--- src/rtl/sdpram_arbiter_pkg.sv ---
// Shared types for the simple dual-port RAM arbiter.
// The stage-1 read tag carries the write data/strobes so that the
// SDPRAM_ARBITER_FWD_EN build can merge a colliding write into the read data.
package sdpram_arbiter_pkg;

    localparam int NUM_REQ = 2;

    // Widest DATA_WIDTH the read tag can carry; narrower words use the low bits.
    localparam int TAG_DATA_W = 256;
    localparam int TAG_STRB_W = TAG_DATA_W / 8;

    typedef logic req_id_t;

    typedef struct packed {
        logic                  valid;
        req_id_t               id;
        logic                  fwd;
        logic [TAG_DATA_W-1:0] wdata;
        logic [TAG_STRB_W-1:0] wstrb;
    } rd_tag_t;

endpackage

--- src/rtl/sdpram_arbiter_rr_arbiter2.sv ---
// Two-input round-robin arbiter. The pointer names the requester that wins
// a contested cycle and flips to the other one only when that contested
// grant is actually taken (en high).
module rr_arbiter2
    import sdpram_arbiter_pkg::*;
(
    input  logic               clk,
    input  logic               rst,
    input  logic [NUM_REQ-1:0] req,
    input  logic               en,
    output logic [NUM_REQ-1:0] gnt
);

    req_id_t ptr;
    logic    contested;

    assign contested = &req;

    // Grant: a lone requester always wins, otherwise the pointer decides.
    always_comb begin
        gnt = req;
        if (contested) begin
            gnt = ptr ? 2'b10 : 2'b01;
        end
    end

    // Pointer: move away from the winner after a contested grant is taken.
    always_ff @(posedge clk) begin
        if (!rst) begin
            ptr <= 1'b0;
        end else if (contested && en) begin
            ptr <= ~ptr;
        end
    end

endmodule

--- src/rtl/sdpram_arbiter.sv ---
// Front end for a simple dual-port RAM: independent round-robin arbitration
// of the write port (A) and read port (B), one registered RAM stage, and
// read data returned two cycles after acceptance to the issuing requester.
// A same-cycle read/write to one address stalls the read by a cycle, unless
// SDPRAM_ARBITER_FWD_EN is defined, in which case both are granted and the
// written bytes are merged into the returned read data.
module sdpram_arbiter
    import sdpram_arbiter_pkg::*;
#(
    parameter  int DATA_WIDTH = 32,
    parameter  int MEM_DEPTH  = 1024,
    localparam int ADDR_WIDTH = $clog2(MEM_DEPTH),
    localparam int STRB_WIDTH = DATA_WIDTH / 8
) (
    input  logic                                clk,
    input  logic                                rst,
    input  logic [NUM_REQ-1:0]                  req_valid,
    output logic [NUM_REQ-1:0]                  req_ready,
    input  logic [NUM_REQ-1:0]                  req_we,
    input  logic [NUM_REQ-1:0][ADDR_WIDTH-1:0]  req_addr,
    input  logic [NUM_REQ-1:0][DATA_WIDTH-1:0]  req_wdata,
    input  logic [NUM_REQ-1:0][STRB_WIDTH-1:0]  req_wstrb,
    output logic [NUM_REQ-1:0]                  rsp_valid,
    output logic [NUM_REQ-1:0][DATA_WIDTH-1:0]  rsp_data,
    output logic [STRB_WIDTH-1:0]               ram_wena,
    output logic [ADDR_WIDTH-1:0]               ram_addra,
    output logic [DATA_WIDTH-1:0]               ram_dina,
    output logic                                ram_renb,
    output logic [ADDR_WIDTH-1:0]               ram_addrb,
    input  logic [DATA_WIDTH-1:0]               ram_doutb
);

    logic [NUM_REQ-1:0] wr_req, rd_req;
    logic [NUM_REQ-1:0] wr_gnt, rd_gnt_raw, rd_gnt;
    req_id_t            wr_id, rd_id;
    logic               wr_any, rd_any_raw, rd_any;
    logic               collision, stall, fwd_hit;
    rd_tag_t            tag_p1, tag_p2;
    logic               unused_tag_bits;

    // Byte-wise merge of forwarded write data over the RAM read word.
    function automatic logic [DATA_WIDTH-1:0] merge_bytes(
        input logic                  fwd,
        input logic [DATA_WIDTH-1:0] wdata,
        input logic [STRB_WIDTH-1:0] wstrb,
        input logic [DATA_WIDTH-1:0] rdata
    );
        logic [DATA_WIDTH-1:0] m;
        m = rdata;
        for (int k = 0; k < STRB_WIDTH; k++) begin
            if (fwd && wstrb[k]) begin
                m[k*8 +: 8] = wdata[k*8 +: 8];
            end
        end
        return m;
    endfunction

    // Nothing is granted while reset is held.
    assign wr_req = req_valid &  req_we & {NUM_REQ{rst}};
    assign rd_req = req_valid & ~req_we & {NUM_REQ{rst}};

    rr_arbiter2 u_wr_arb (
        .clk (clk),
        .rst (rst),
        .req (wr_req),
        .en  (1'b1),
        .gnt (wr_gnt)
    );

    // A stalled read must not advance the read pointer.
    rr_arbiter2 u_rd_arb (
        .clk (clk),
        .rst (rst),
        .req (rd_req),
        .en  (~stall),
        .gnt (rd_gnt_raw)
    );

    assign wr_id      = wr_gnt[1];
    assign rd_id      = rd_gnt_raw[1];
    assign wr_any     = |wr_gnt;
    assign rd_any_raw = |rd_gnt_raw;
    assign collision  = wr_any && rd_any_raw && (req_addr[wr_id] == req_addr[rd_id]);

`ifdef SDPRAM_ARBITER_FWD_EN
    assign stall   = 1'b0;
    assign fwd_hit = collision;
`else
    assign stall   = collision;
    assign fwd_hit = 1'b0;
`endif

    assign rd_gnt    = stall ? '0 : rd_gnt_raw;
    assign rd_any    = |rd_gnt;
    assign req_ready = wr_gnt | rd_gnt;

    // Stage 1: register the granted write and read onto the RAM ports.
    always_ff @(posedge clk) begin
        tag_p1.wdata <= TAG_DATA_W'(req_wdata[wr_id]);
        tag_p1.wstrb <= TAG_STRB_W'(req_wstrb[wr_id]);
        if (!rst) begin
            ram_wena     <= '0;
            ram_addra    <= '0;
            ram_dina     <= '0;
            ram_renb     <= 1'b0;
            ram_addrb    <= '0;
            tag_p1.valid <= 1'b0;
            tag_p1.id    <= 1'b0;
            tag_p1.fwd   <= 1'b0;
        end else begin
            ram_wena     <= wr_any ? req_wstrb[wr_id] : '0;
            ram_renb     <= rd_any;
            tag_p1.valid <= rd_any;
            tag_p1.id    <= rd_id;
            tag_p1.fwd   <= fwd_hit;
            if (wr_any) begin
                ram_addra <= req_addr[wr_id];
                ram_dina  <= req_wdata[wr_id];
            end
            if (rd_any) begin
                ram_addrb <= req_addr[rd_id];
            end
        end
    end

    // Stage 2: track the read whose RAM data arrives this cycle.
    always_ff @(posedge clk) begin
        tag_p2 <= tag_p1;
        if (!rst) begin
            tag_p2.valid <= 1'b0;
        end
    end

    // Steer the (possibly merged) RAM data to the requester that issued the read.
    always_comb begin
        rsp_valid = '0;
        rsp_data  = '0;
        if (tag_p2.valid) begin
            rsp_valid[tag_p2.id] = 1'b1;
            rsp_data[tag_p2.id]  = merge_bytes(tag_p2.fwd,
                                               tag_p2.wdata[DATA_WIDTH-1:0],
                                               tag_p2.wstrb[STRB_WIDTH-1:0],
                                               ram_doutb);
        end
    end

    // Tag bits above DATA_WIDTH are carried but never consumed.
    assign unused_tag_bits = ^{tag_p2.wdata, tag_p2.wstrb};

endmodule

--- config.mk ---
export PLATFORM = sky130hd
export DESIGN_NAME = sdpram_arbiter
export DESIGN_NICKNAME = d
export VERILOG_FILES = /design/src/rtl/sdpram_arbiter_pkg.sv /design/src/rtl/sdpram_arbiter_rr_arbiter2.sv /design/src/rtl/sdpram_arbiter.sv
export SDC_FILE = /design/constraint.sdc
export NUM_CORES = 1
export LEC_CHECK = 0
export ABC_CLOCK_PERIOD_IN_PS = 4100
export CAP_MARGIN = 20
export CORE_MARGIN = 5
export CORE_UTILIZATION = 38
export CTS_BUF_LIST = sky130_fd_sc_hd__clkbuf_4 sky130_fd_sc_hd__clkbuf_8
export CTS_CLUSTER_DIAMETER = 150
export DETAILED_ROUTE_END_ITERATION = 16
export PLACE_DENSITY = 0.89
export REMOVE_ABC_BUFFERS = 1
export SYNTH_ARGS = -nofsm -noshare
export SYNTH_HDL_FRONTEND = slang
export SYNTH_SLANG_ARGS = --single-unit
--- constraint.sdc ---
create_clock -name clk -period 4.1 [get_ports clk]
set_clock_uncertainty 0.1 [all_clocks]
set_input_delay 0.615 -clock clk [delete_from_list [all_inputs] [get_ports clk]]
set_output_delay 0.615 -clock clk [all_outputs]
set_load 0.1 [all_outputs]
==> qor.yml <==
htree_levels: 3
async_reset_ff_share_pct: 0
regArea_mm2: 0.00124
dr.pass1.iters: 4
finalPower_w: 0.00217
area_growth_pct: 80.2
cts-root-buf: "clkbuf_8"
final_layout_size_suffix_gt1_share_pct: 16.0
slowest_delay_ns: 0.59
min_period_ns: 3.48
final_nets: 774
post-route-drc-count: 0
synthFlopType: "dfxtp_1"
ys_seq_area_share_pct: 36.9
start_util_pct: 38.8
dieArea_mm2: 0.0108
yosysUniqueCellTypes: 41
critPathArrivalTime_ns: 2.77
whs_ns: 0.231
min_period_over_period_pct: 84.9
portBuffers: 254
routedWlPerCell_um: 17.7
power_density_mw_per_mm2: 358
crit_required_ns: 3.38
dp_hpwl_mm: 10.7
critPathLaunchType: "input pin"
postCtsSetupBuffers: 0
p_leak_nw: 2.78
criticalPathCategory: "input pin to output pin"
yosysTopAreaCell: "dfxtp_1"
holdBufCountCts: 0
path_cells: "clkdlybuf4s50_1, nand2_2, o2111a_2, o21ai_1, nand2_1, o31a_1, o2111a_1, buf_12"
fp-row-count: 34
path_clk_slew_ns: 0.07
ir_worst_vdd_mv: 0.277
synth_seq_cells: 62
syn_area_per_cell_um2: 8.31
crit_slowest_cell: "clkdlybuf4s50_1"
clock_latency_ns: 0.34
synth_edf_count: 0
drt_iter0_drc: 92
mostFrequentLayoutCells: "clkdlybuf4s50_1, buf_4, dfxtp_1, mux2i_1"
syn-instance-count: 405
relSlewSlack_pct: 28.0
tightest_slew_ns: 1.08
worstPathBufferInverterCount: 2
ant_nets: 0
timing.setup.tns_ns: 0
vias_per_cell: 5.13
track_usage_pct: 23.9
maxCapViolations: 0
cts_buffers: 9
setup_viol: 0
core_mm2: 0.00868
status: "complete, no violations"
yosysWarnings: 0
final_common_cell: "clkdlybuf4s50_1"
rsz0062_at_grt: "no"
drv_slew: 0
diodes: 0
wl_mm: 13.4
grt_pass1_wl_mm: 21.0
worstPathMaxFanout: 13
die_x_um: 104
netlist_area_mm2: 0.00336
cts_resized: 0
finalHoldViolations: 0
setup.worst_path.end_class: "output pin"
cp_top_family: "compound AO/OA/AOI/OAI gates"
fmax_ghz: 0.287
grt_overflow_total: 0
nFillCells: 669
synth_top_area_share_pct: 36.9
cts_tree: "yes"
hp-class: "flop to flop"
vias: 3882
synth_area_leaders: "dfxtp_1, mux2i_1, and2_1"
dieHeight_um: 104
multi_input_area_mm2: 0.00196
grt_pass1_vias: 4082
io_pins: 255
cts.sinks: 62
grt_max_degree: 61
antenna_found_initial: 0
cts.path.max_buffers: 2
gp_congestion: 0.822
[flip-flops by register name, summed over array words and instances, names as in the netlist]
register	count
ram_dina	32
ram_addra	10
ram_addrb	10
ram_wena	4
tag_p1	2
tag_p2	2
u_rd_arb.ptr	1
u_wr_arb.ptr	1
[logic make-up after synthesis]
kind of cell / synth area share [%]
mux: 16.8
xor+xnor: 1.04
compound gates: 13.2
buf+inv: 5.32
simple gates: 26.7
flops: 36.9
[power by group]
part           internal (W)  switching (W)
sequential         0.000649      0.0000261
clock              0.000406       0.000258
combinational      0.000262       0.000568
[metal layers]
layer  wire [um]  part of all wire (%)  track usage [%]
met1        4760                    35             23.4
met2        6790                    51             43.4
met3        1510                    11             11.4
met4         366                   2.7             8.97
met5           0                     0                0
[final timing paths]
kind	start	to	slack (ns)	cells past startpoint
worst max-delay path	req_valid[0]	req_ready[0]	0.62	8
worst min-delay path	tag_p1[289]	tag_p2[289]	0.23	0
worst max register to register	u_wr_arb.ptr	ram_addrb[2]	2.20	6
worst min register to register	tag_p1[289]	tag_p2[289]	0.23	0
[final cells by class]
cell class,count,share of cell area [%]
tap,108,2.23
timing repair buffer,263,40.6
multi-input combinational,302,32.3
sequential,62,20.5
clock inverter,7,2.00
clock buffer,9,2.04
inverter,6,0.372
[per-stage QoR]
stage / setup WS, ns / std cells / instance area, um^2 / utilization (%)
floorplan: -0.243 / 370 / 3210 / -
global placement: 0.674 / 741 / 5820 / 67.0
detailed placement: 0.617 / 741 / 5820 / 67.0
CTS: 0.618 / 757 / 6060 / 69.9
global route: 0.477 / 757 / 6060 / 69.9
finish: 0.617 / 757 / 6060 / 69.9
[cells in the mapped netlist, types with 2 or more instances]
library cell / n
and3_1: 33
a21oi_1: 9
nor2_1: 4
xnor2_1: 3
clkbuf_1: 22
buf_1: 3
o21ai_0: 8
and2_1: 34
nand2_1: 39
buf_6: 2
nor2b_1: 4
nand2b_1: 4
nand3_1: 42
o221ai_1: 2
mux2i_1: 51
nand4_1: 2
inv_1: 5
o21ai_1: 42
buf_2: 8
mux2_1: 5
or3_1: 2
dfxtp_1: 62
No activity file was read; power rests on OpenSTA's default activity.
